$ cat config.mk
export PLATFORM = sky130hd
export DESIGN_NAME = gcd_job_dispatcher
export DESIGN_NICKNAME = d
export VERILOG_FILES = /design/src/rtl/gcd_dispatch_pkg.sv /design/src/rtl/gcd_job_fifo.sv /design/src/rtl/gcd_job_dispatcher.sv
export SDC_FILE = /design/constraint.sdc
export NUM_CORES = 1
export LEC_CHECK = 0
export CORE_MARGIN = 4
export CORE_UTILIZATION = 50
export CTS_CLUSTER_SIZE = 28
export DETAILED_ROUTE_END_ITERATION = 6
export GPL_TIMING_DRIVEN = 0
export PLACE_DENSITY = 0.76
export SYNTH_ARGS = -nofsm -noshare
export SYNTH_HDL_FRONTEND = slang
export SYNTH_HIERARCHICAL = 1
export SYNTH_SLANG_ARGS = --single-unit
$ cat constraint.sdc
create_clock -name CLK -period 2.9 [get_ports CLK]
set_input_delay 0.58 -clock CLK [delete_from_list [all_inputs] [get_ports CLK]]
set_output_delay 0.58 -clock CLK [all_outputs]
set_load 0.05 [all_outputs]
$ cat src/rtl/gcd_dispatch_pkg.sv
// Shared types and helpers for the GCD job dispatcher: core state, job and
// completion records, and a lowest-set-bit priority encoder.
package gcd_dispatch_pkg;

    localparam int unsigned MAX_CORES    = 8;
    localparam int unsigned CORE_IDX_W   = 3;
    localparam int unsigned DEF_OPCODE_W = 12;
    localparam int unsigned DEF_SLOT_W   = 4;
    localparam int unsigned DEF_CYCLE_W  = 12;
    localparam int unsigned DEF_TIMEOUT  = 4095;

    typedef enum logic [1:0] {
        IDLE = 2'd0,
        RUN  = 2'd1,
        HOLD = 2'd2
    } core_state_t;

    typedef struct packed {
        logic [DEF_OPCODE_W-1:0] opcode;
        logic                    ct;
        logic [DEF_SLOT_W-1:0]   slot;
    } job_t;

    typedef struct packed {
        logic [CORE_IDX_W-1:0]  core;
        logic [DEF_SLOT_W-1:0]  slot;
        logic [DEF_CYCLE_W-1:0] cycles;
        logic                   timeout;
    } cmp_t;

    // Index of the lowest set bit; 0 when none is set.
    function automatic logic [CORE_IDX_W-1:0] lowest_set(input logic [MAX_CORES-1:0] v);
        lowest_set = '0;
        for (int i = MAX_CORES - 1; i >= 0; i--) begin
            if (v[i]) lowest_set = CORE_IDX_W'(i);
        end
    endfunction

endpackage

$ cat src/rtl/gcd_job_fifo.sv
// Synchronous job FIFO with enable-qualified push/pop. Pointers carry an
// extra wrap bit so full and empty are distinguishable.
module gcd_job_fifo #(
    parameter int unsigned DEPTH = 4,
    parameter int unsigned WIDTH = 17
) (
    input  logic                   clk,
    input  logic                   rst,
    input  logic                   en,
    input  logic                   push,
    input  logic                   pop,
    input  logic [WIDTH-1:0]       wdata,
    output logic [WIDTH-1:0]       rdata,
    output logic                   full,
    output logic                   empty,
    output logic [$clog2(DEPTH):0] count
);

    localparam int unsigned AW = $clog2(DEPTH);
    localparam int unsigned PW = AW + 1;

    logic [WIDTH-1:0] mem [DEPTH];
    logic [PW-1:0]    wr_ptr;
    logic [PW-1:0]    rd_ptr;
    logic             do_push;
    logic             do_pop;

    assign full    = (wr_ptr[AW] != rd_ptr[AW]) && (wr_ptr[AW-1:0] == rd_ptr[AW-1:0]);
    assign empty   = (wr_ptr == rd_ptr);
    assign count   = wr_ptr - rd_ptr;
    assign do_push = en && push && !full;
    assign do_pop  = en && pop && !empty;
    assign rdata   = mem[rd_ptr[AW-1:0]];

    always_ff @(posedge clk) begin
        if (do_push) mem[wr_ptr[AW-1:0]] <= wdata;
    end

    always_ff @(posedge clk or posedge rst) begin
        if (rst) begin
            wr_ptr <= '0;
            rd_ptr <= '0;
        end else begin
            if (do_push) wr_ptr <= wr_ptr + PW'(1);
            if (do_pop)  rd_ptr <= rd_ptr + PW'(1);
        end
    end

endmodule

$ cat src/rtl/gcd_job_dispatcher.sv
// Job front-end for a pool of GCD cores: queues requests, dispatches to the
// lowest idle core, times each job and returns completion records with an IRQ.
module gcd_job_dispatcher
    import gcd_dispatch_pkg::*;
#(
    parameter int unsigned NUM_CORES   = 2,
    parameter int unsigned QUEUE_DEPTH = 4,
    parameter int unsigned OPCODE_W    = 12,
    parameter int unsigned SLOT_W      = 4,
    parameter int unsigned CYCLE_W     = 12,
    parameter int unsigned TIMEOUT     = DEF_TIMEOUT
) (
    input  logic                          CLK,
    input  logic                          RESET,
    input  logic                          CLKEN,
    input  logic                          job_valid,
    output logic                          job_ready,
    input  logic [OPCODE_W-1:0]           job_opcode,
    input  logic                          job_ct,
    input  logic [SLOT_W-1:0]             job_slot,
    output logic [NUM_CORES-1:0]          core_start,
    output logic [NUM_CORES*OPCODE_W-1:0] core_opcode,
    output logic [NUM_CORES-1:0]          core_ct,
    output logic [NUM_CORES*SLOT_W-1:0]   core_slot,
    input  logic [NUM_CORES-1:0]          core_done,
    output logic                          cmp_valid,
    input  logic                          cmp_ready,
    output logic [2:0]                    cmp_core,
    output logic [SLOT_W-1:0]             cmp_slot,
    output logic [CYCLE_W-1:0]            cmp_cycles,
    output logic                          cmp_timeout,
    input  logic                          irq_en,
    output logic                          irq,
    output logic                          busy
);

    localparam int unsigned JOB_W = OPCODE_W + 1 + SLOT_W;
    localparam int unsigned CNT_W = $clog2(QUEUE_DEPTH) + 1;

    logic [JOB_W-1:0]             head_job;
    logic [OPCODE_W-1:0]          head_opcode;
    logic                         head_ct;
    logic [SLOT_W-1:0]            head_slot;
    logic                         fifo_full;
    logic                         fifo_empty;
    logic [CNT_W-1:0]             fifo_count;
    logic [NUM_CORES-1:0]         idle_vec;
    logic [NUM_CORES-1:0]         hold_vec;
    logic [NUM_CORES-1:0]         timeout_vec;
    logic [NUM_CORES*CYCLE_W-1:0] cycles_flat;
    logic [CORE_IDX_W-1:0]        disp_idx;
    logic [CORE_IDX_W-1:0]        hold_idx;
    logic [CORE_IDX_W-1:0]        cmp_idx;
    logic [CORE_IDX_W-1:0]        lock_idx;
    logic                         lock_valid;
    logic                         dispatch;
    logic                         accept;

    gcd_job_fifo #(
        .DEPTH (QUEUE_DEPTH),
        .WIDTH (JOB_W)
    ) u_fifo (
        .clk   (CLK),
        .rst   (RESET),
        .en    (CLKEN),
        .push  (job_valid),
        .pop   (dispatch),
        .wdata ({job_opcode, job_ct, job_slot}),
        .rdata (head_job),
        .full  (fifo_full),
        .empty (fifo_empty),
        .count (fifo_count)
    );

    assign head_opcode = head_job[JOB_W-1 -: OPCODE_W];
    assign head_ct     = head_job[SLOT_W];
    assign head_slot   = head_job[SLOT_W-1:0];

    assign job_ready = !fifo_full;
    assign busy      = (fifo_count != '0) || !(&idle_vec);
    assign dispatch  = CLKEN && !fifo_empty && (|idle_vec);
    assign disp_idx  = lowest_set(MAX_CORES'(idle_vec));
    assign hold_idx  = lowest_set(MAX_CORES'(hold_vec));

    // A presented record stays locked until accepted, even if a lower core finishes.
    assign cmp_valid = |hold_vec;
    assign cmp_idx   = lock_valid ? lock_idx : hold_idx;
    assign cmp_core  = cmp_valid ? cmp_idx : '0;
    assign accept    = CLKEN && cmp_valid && cmp_ready;

    always_comb begin
        cmp_slot    = '0;
        cmp_cycles  = '0;
        cmp_timeout = 1'b0;
        for (int i = 0; i < NUM_CORES; i++) begin
            if (cmp_valid && cmp_idx == CORE_IDX_W'(i)) begin
                cmp_slot    = core_slot[i*SLOT_W +: SLOT_W];
                cmp_cycles  = cycles_flat[i*CYCLE_W +: CYCLE_W];
                cmp_timeout = timeout_vec[i];
            end
        end
    end

    always_ff @(posedge CLK or posedge RESET) begin
        if (RESET) begin
            lock_valid <= 1'b0;
            lock_idx   <= '0;
            irq        <= 1'b0;
        end else if (CLKEN) begin
            lock_valid <= cmp_valid && !cmp_ready;
            lock_idx   <= cmp_idx;
            irq        <= irq_en && cmp_valid;
        end
    end

    for (genvar i = 0; i < NUM_CORES; i++) begin : g_core
        core_state_t         state;
        logic [CYCLE_W-1:0]  cnt;
        logic [CYCLE_W-1:0]  cnt_inc;
        logic                done_r;
        logic                tmo;
        logic                start;
        logic                ct;
        logic [OPCODE_W-1:0] opc;
        logic [SLOT_W-1:0]   slot;
        logic                go;
        logic                rise;
        logic                release_core;

        assign cnt_inc      = cnt + CYCLE_W'(1);
        assign go           = dispatch && (disp_idx == CORE_IDX_W'(i));
        assign rise         = core_done[i] && !done_r;
        assign release_core = accept && (cmp_idx == CORE_IDX_W'(i));

        // Per-core lifecycle: IDLE -> RUN on dispatch, RUN -> HOLD on done/timeout,
        // HOLD -> IDLE once the completion record is taken.
        always_ff @(posedge CLK or posedge RESET) begin
            if (RESET) begin
                state  <= IDLE;
                cnt    <= '0;
                done_r <= 1'b0;
                tmo    <= 1'b0;
                start  <= 1'b0;
                ct     <= 1'b0;
                opc    <= '0;
                slot   <= '0;
            end else if (CLKEN) begin
                done_r <= core_done[i];
                start  <= 1'b0;
                case (state)
                    IDLE: begin
                        if (go) begin
                            state <= RUN;
                            start <= 1'b1;
                            cnt   <= '0;
                            tmo   <= 1'b0;
                            opc   <= head_opcode;
                            ct    <= head_ct;
                            slot  <= head_slot;
                        end
                    end
                    RUN: begin
                        cnt <= cnt_inc;
                        if (rise) begin
                            state <= HOLD;
                            tmo   <= 1'b0;
                        end else if (cnt_inc == CYCLE_W'(TIMEOUT)) begin
                            state <= HOLD;
                            tmo   <= 1'b1;
                        end
                    end
                    HOLD: begin
                        if (release_core) state <= IDLE;
                    end
                    default: state <= IDLE;
                endcase
            end
        end

        assign core_start[i]                     = start;
        assign core_ct[i]                        = ct;
        assign core_opcode[i*OPCODE_W +: OPCODE_W] = opc;
        assign core_slot[i*SLOT_W +: SLOT_W]     = slot;
        assign cycles_flat[i*CYCLE_W +: CYCLE_W] = cnt;
        assign timeout_vec[i]                    = tmo;
        assign idle_vec[i]                       = (state == IDLE);
        assign hold_vec[i]                       = (state == HOLD);
    end

endmodule

## Word level (Yosys, flattened, before mapping)

Memory sizes are Yosys's and may differ from the RTL's.
Index checks and enable logic that the tools add are counted.

- Flip-flop bits (word level): 79
- RAM bits: 68
- Bits of input ports: 25
- Output and inout bits: 60
- Logic and storage cells: 128
- Memories: 1

- $add $sub $neg: 5
- Equality and inequality tests: 17
- Multiplexer cells: 40
- Reduce and logical (&&, ||, !) cells: 44

Memory list:

| memory | words | bits a word | read ports | clocked after memory_dff | wr ports | RTL line | source |
|---|---|---|---|---|---|---|---|
| u_fifo.mem | 4 | 17 | 1 | 0 | 1 | gcd_job_fifo.sv:22 | `logic [WIDTH-1:0] mem [DEPTH];` |

Operator list:

| cell | count |
|---|---|
| 2-to-1 mux 12 bit | 4 |
| one-hot mux 12 bit (2 select lines) | 2 |
| adder 12 x 1 -> 12 bit (second input constant) | 2 |
| == test 12 bit (second input constant) | 2 |
| logical AND 1 bit | 19 |
| 2-to-1 mux 1 bit | 16 |
| 2-to-1 mux 2 bit | 8 |
| AND reduction 4 bit | 4 |
| 2-to-1 mux 3 bit | 4 |
| one-hot mux 2 bit (3 select lines) | 2 |
| AND reduction 3 bit | 4 |
| 2-to-1 mux 4 bit | 2 |
| != test 2 x 1 -> 1 bit (second input constant) | 4 |
| adder 3 x 1 -> 3 bit (second input constant) | 2 |
| == test 3 x 1 -> 1 bit (second input constant) | 2 |
| zero test 1 bit | 6 |
| zero test 3 bit | 2 |
| != test 3 bit (second input constant) | 2 |
| == test 2 x 1 -> 1 bit (second input constant) | 2 |
| == test 2 bit (second input constant) | 2 |
| zero test 2 bit | 2 |
| one-hot mux 1 bit (2 select lines) | 2 |
| nonzero test 2 bit | 2 |
| OR reduction 2 bit | 2 |
| other kinds (7) | 7 |

## Longest topological paths before layout

- Depth in word-level cells: 8
- Depth in mapped cells: 12
- Depth with buffers taken out: 9

## Cells and area by module

Netlist, hierarchy kept.

Modules (own cells, without submodules):

| module | times used | cells an instance | area an instance (µm²) | sequential area each (µm²) |
|---|---|---|---|---|
| gcd_job_dispatcher | 1 | 410 | 4,038.9 | 1,826.8 |
| gcd_job_fifo | 1 | 131 | 2,920.3 | 2,192.1 |

## Worst setup path before layout

OpenSTA, ideal clock, no wires.

- Path type: register to register
- From: register u_fifo.rd_ptr[1]
- To: register g_core[0].ct
- Setup time: 125 ps
- Arrival: 2,737 ps
- Required time: 2,775 ps
- Setup slack: 39 ps
- Cell stages (with the launch flop): 11
- Buffers on the path: 3
- Clock period less this slack: 2,861 ps
- Cell sequence: dfrtp_1 -> clkbuf_1 -> buf_2 -> inv_1 -> ha_1 -> nand2_1 -> nor2_1 -> nand2b_1 -> nor3_2 -> buf_4 -> mux2_2

- Longest elaborated chain between the ends: 6
- Elaborated cells between the ends (all ways): 7
- Classes of those cells: eq/ne: 1; reduce/logical: 5; memory: 1

Ends and longest elaborated chain:

| item | RTL line | source |
|---|---|---|
| start, declared | gcd_job_fifo.sv:24 | `logic [PW-1:0] rd_ptr;` |
| start signal, assigned | gcd_job_fifo.sv:45 | `if (do_pop) rd_ptr <= rd_ptr + PW'(1);` |
| == test 3 bit | gcd_job_fifo.sv:29 | `assign empty = (wr_ptr == rd_ptr);` |
| via fifo_empty | gcd_job_dispatcher.sv:45 | `logic fifo_empty;` |
| zero test 1 bit | gcd_job_dispatcher.sv:81 | `assign dispatch = CLKEN && !fifo_empty && (\|idle_vec);` |
| logical AND 1 bit (2 in a row) | gcd_job_dispatcher.sv:81 |  |
| logical AND 1 bit | gcd_job_dispatcher.sv:131 | `assign go = dispatch && (disp_idx == CORE_IDX_W'(i));` |
| AND reduction 3 bit (no source line) | n/a |  |
| end signal, assigned | gcd_job_dispatcher.sv:158 | `ct <= head_ct;` |
| end, declared | gcd_job_dispatcher.sv:123 | `logic ct;` |

The timed path passes the listed nets, and every way through them passes these cells.
A chain may end at the register's enable or synchronous reset.

## Worst setup path after layout

- From: register g_core[0].state[0]
- To: output port cmp_cycles[1]

- Longest elaborated chain between the ends: 7
- Elaborated cells between the ends (all ways): 10
- Classes of those cells: eq/ne: 2; mux: 4; reduce/logical: 4

Ends and longest elaborated chain:

| item | RTL line | source |
|---|---|---|
| start, declared | gcd_job_dispatcher.sv:117 | `core_state_t state;` |
| start signal, assigned | gcd_job_dispatcher.sv:139 | `state <= IDLE;` |
| start signal, assigned | gcd_job_dispatcher.sv:153 | `state <= RUN;` |
| start signal, assigned | gcd_job_dispatcher.sv:165 | `state <= HOLD;` |
| == test 2 bit * | gcd_job_dispatcher.sv:187 | `assign hold_vec[i] = (state == HOLD);` |
| 2-to-1 mux 3 bit | gcd_dispatch_pkg.sv:35 | `if (v[i]) lowest_set = CORE_IDX_W'(i);` |
| 2-to-1 mux 3 bit | gcd_job_dispatcher.sv:87 | `assign cmp_idx = lock_valid ? lock_idx : hold_idx;` |
| zero test 3 bit | gcd_job_dispatcher.sv:96 | `if (cmp_valid && cmp_idx == CORE_IDX_W'(i)) begin` |
| logical AND 1 bit | gcd_job_dispatcher.sv:96 |  |
| 2-to-1 mux 12 bit | gcd_job_dispatcher.sv:96 |  |
| 2-to-1 mux 12 bit * | gcd_job_dispatcher.sv:96 |  |
| end, declared | gcd_job_dispatcher.sv:30 | `output logic [CYCLE_W-1:0] cmp_cycles,` |

Mark *: on every way between the ends. The rest lies on a longest branch, timed or not.

==> impl_metrics.yaml <==
sta:
  slew_headroom_pct: 36.0
  final_hold_viol_count: 0
  finalSetupViolCount: 0
  rsz0062_at_grt: "no"
  final.min_clock_period_ns: 2.84
  fin_crit_sh_pct: 97.8
  skew_ns: 0.0127
  drv_slew: 0
  whs_ns: 0.493
  setup_ws_ns: 0.0649
  fmax_ghz: 0.353
  worstMarginPinSlew_ns: 0.960
cts:
  clk_pin_slew_ns: 0.06
  clkSinkCount: 147
  h-tree-depth: 4
  cts_made_buffers: 17
  cts-hold-fix-buffers: 0
  cts_root_buffer: "clkbuf_16"
  clk_latency_ns: 0.42
  clock_path_buffers: 2
  cts_tree: "yes"
routing:
  detail-route-antenna-nets: 0
  vias: 4751
  drc: 0
  dr.first_iter.drc_count: 364
  dr.pass1.iters: 5
  routed_via_density: 5.66
  wl_per_cell_um: 19.0
  routed_wl_um: 15900
yosys:
  synth_cells: 541
  syn-cell-area_um2: 6960
  ys_types: 63
  synthFlopType: "dfrtp_1"
  avgSynthCellArea_um2: 12.9
  synth_edf_count: 68
  synth_fp_nets: 579
  synth-seq-cells: 147
  synth_top_cell_by_area: "edfxtp_1"
  synthArstFlopShare_pct: 53.7
  seq_area_frac_synth_pct: 57.7
  synth_top_area_share_pct: 29.3
  ys_top_cells_by_area: "edfxtp_1 29%, dfrtp_1 28%, mux2_2 6.0%"
  yosys_warnings: 6
placed_design:
  place_congestion: 0.912
  hpwl_um: 11200
  portBuffers: 84
  dpl.cell_count: 802
  dp_slack_ns: -0.974
floorplan:
  core-area_um2: 13500
  start_util_pct: 51.7
  fp-row-count: 42
  die_x_um: 126
  num_io_pins: 85
  die_area_um2: 15900
  die_h_um: 126
pwr:
  peakVddDrop_mv: 0.882
  p_leak_uw: 0.00341
  power.density_nw_per_um2: 1110
worst_setup_path:
  crit_fanout: 10
  startpoint: "g_core[0].state[0]$_DFFE_PP0P_"
  cpPeakStageDelay_ns: 0.33
  crit_path_cell_trace: "buf_4 > and2b_2 > o31ai_4 > buf_12 > buf_8 > mux2i_1 > nor2_1 > buf_2"
  r2r_slack_ns: 0.23
  critical_path_required_ns: 2.32
  rr_worst_depth: 12
  path_class: "reg2out"
  crit-reg2reg-launch: "u_fifo/rd_ptr[1]$_DFFE_PP0P_"
  slowest_stage: "dfrtp_1"
  endpoint_kind: "primary output"
  arrival_ns: 2.26
  start_kind: "flip-flop"
global_routing:
  overflow: 0
  antenna_found_initial: 0
  grt_pass1_vias: 4917
  grt_usage_pct: 20.9
  grt_max_degree: 49
  grt_pass1_wl_um: 26100
cells_and_area:
  stdcell_count: 839
  area_growth_pct: 24.2
  diodes: 0
  drive_gt1_share_pct: 25.2
  nNetsFinal: 688
hold_path:
  hold_class: "reg2reg"
  hp-start: "g_core[0].start$_DFFE_PP0P_"
  hold_path_depth: 1
job:
  max_cap_violations: 0
status:
  status: "finished, final reports clean"
[cell usage after synthesis (12+ instances only)]
master and n:
dfrtp_1 79, inv_1 20, a21oi_1 12, edfxtp_1 68
nand2_1 29, mux2i_1 14, o21ai_0 36, mux2_2 37
ha_1 12, nand3_1 17, nor2_1 40, mux4_2 17
[report_power, final]
group / switching [µW] / internal, µW
registers: 338 / 2700
clock network: 933 / 1130
logic: 2690 / 1770
total: 3960 / 5600
[final timing paths]
path / end
min reg2reg: g_core[0].start$_DFFE_PP0P_
max reg2reg: g_core[1].cnt[5]$_DFFE_PP0P_
max: cmp_cycles[1]
max in group asynchronous: g_core[1].state[1]$_DFFE_PP0P_
min: g_core[0].start$_DFFE_PP0P_
min in group asynchronous: u_fifo/wr_ptr[0]$_DFFE_PP0P_
[cells by family (layout without fill, tap and decap cells)]
kind of cell               Yosys count  in the layout  share of synthesized area [%]
adders and majority gates           13             13                           2.45
AOI/OAI and AO/OA                   95             95                           8.90
DFF                                147            147                           57.7
buffers and inverters               56            178                           4.48
xor gates and xnor gates             8              8                           1.11
muxes                               70             70                           13.9
and+or+nand+nor                    152            152                           11.4
[layout make-up]
| class | instances | area, µm² |
|---|---|---|
| fill | 1017 | 4810 |
| sequential | 147 | 4020 |
| multi-input combinational | 338 | 2650 |
| timing repair buffer | 90 | 853 |
| clock buffer | 17 | 425 |
| buffer | 35 | 251 |
| tap | 176 | 220 |
| clock inverter | 15 | 140 |
| inverter | 21 | 81.3 |
[layout by cell type (no fill, tap or decap), drive strengths merged, types with 8 or more instances in the layout]
master,instances
buf,50
dfrtp,79
mux2,39
a21oi,12
clkdlybuf4s50,61
inv,30
mux2i,14
and2,12
nand3,17
edfxtp,68
nand4,8
o21ai,46
ha,12
clkbuf,28
o31ai,11
nand2,29
mux4,17
nor2,43
[worst max-delay path, delay by kind of cell (launching register included)]
kind / cells / cell delay (ns)
flops: 1 / 0.33
simple gates: 2 / 0.40
mux: 1 / 0.08
compound gates: 1 / 0.26
buf+inv: 4 / 0.77
[routing by layer]
layer  vias up  GRT usage, %  part of all wire [%]
met5         -             0                     0
met4         0          8.33                   2.1
met3        25          4.70                   5.0
met2       154          34.9                    50
met1      2363          26.5                    43
li1       2209             -                     -
[metrics by stage]
stage / setup TNS (ns) / area, µm² / power (µW) / util [%]
after floorplan: 0 / 6960 / 6100 / -
after global placement: -103.26 / 8020 / 7290 / 59.6
after detailed placement: -50.13 / 8050 / 7430 / 59.8
after CTS: -0.176 / 8620 / 9580 / 64.1
after global routing: 0 / 8640 / 10100 / 64.2
final: 0 / 8640 / 9560 / 64.2
[timing repair]
| item | in CTS | in global routing |
|---|---|---|
| pin swaps | 1 | 0 |
| gates resized for setup | 115 | 19 |
| buffers inserted | 3 | 2 |
| setup endpoints to repair | 153 | 35 |
[sequential cells by signal (all words and copies together), names as in the netlist]
name	flops
g_core.cnt	24
lock_idx	3
g_core.done_r	2
u_fifo/rd_ptr	3
g_core.start	2
u_fifo/mem	68
g_core.state	4
g_core.slot	8
lock_valid	1
u_fifo/wr_ptr	3
g_core.ct	2
irq	1
g_core.opc	24
g_core.tmo	2
Note: power is estimated with default switching activity, not from simulation.
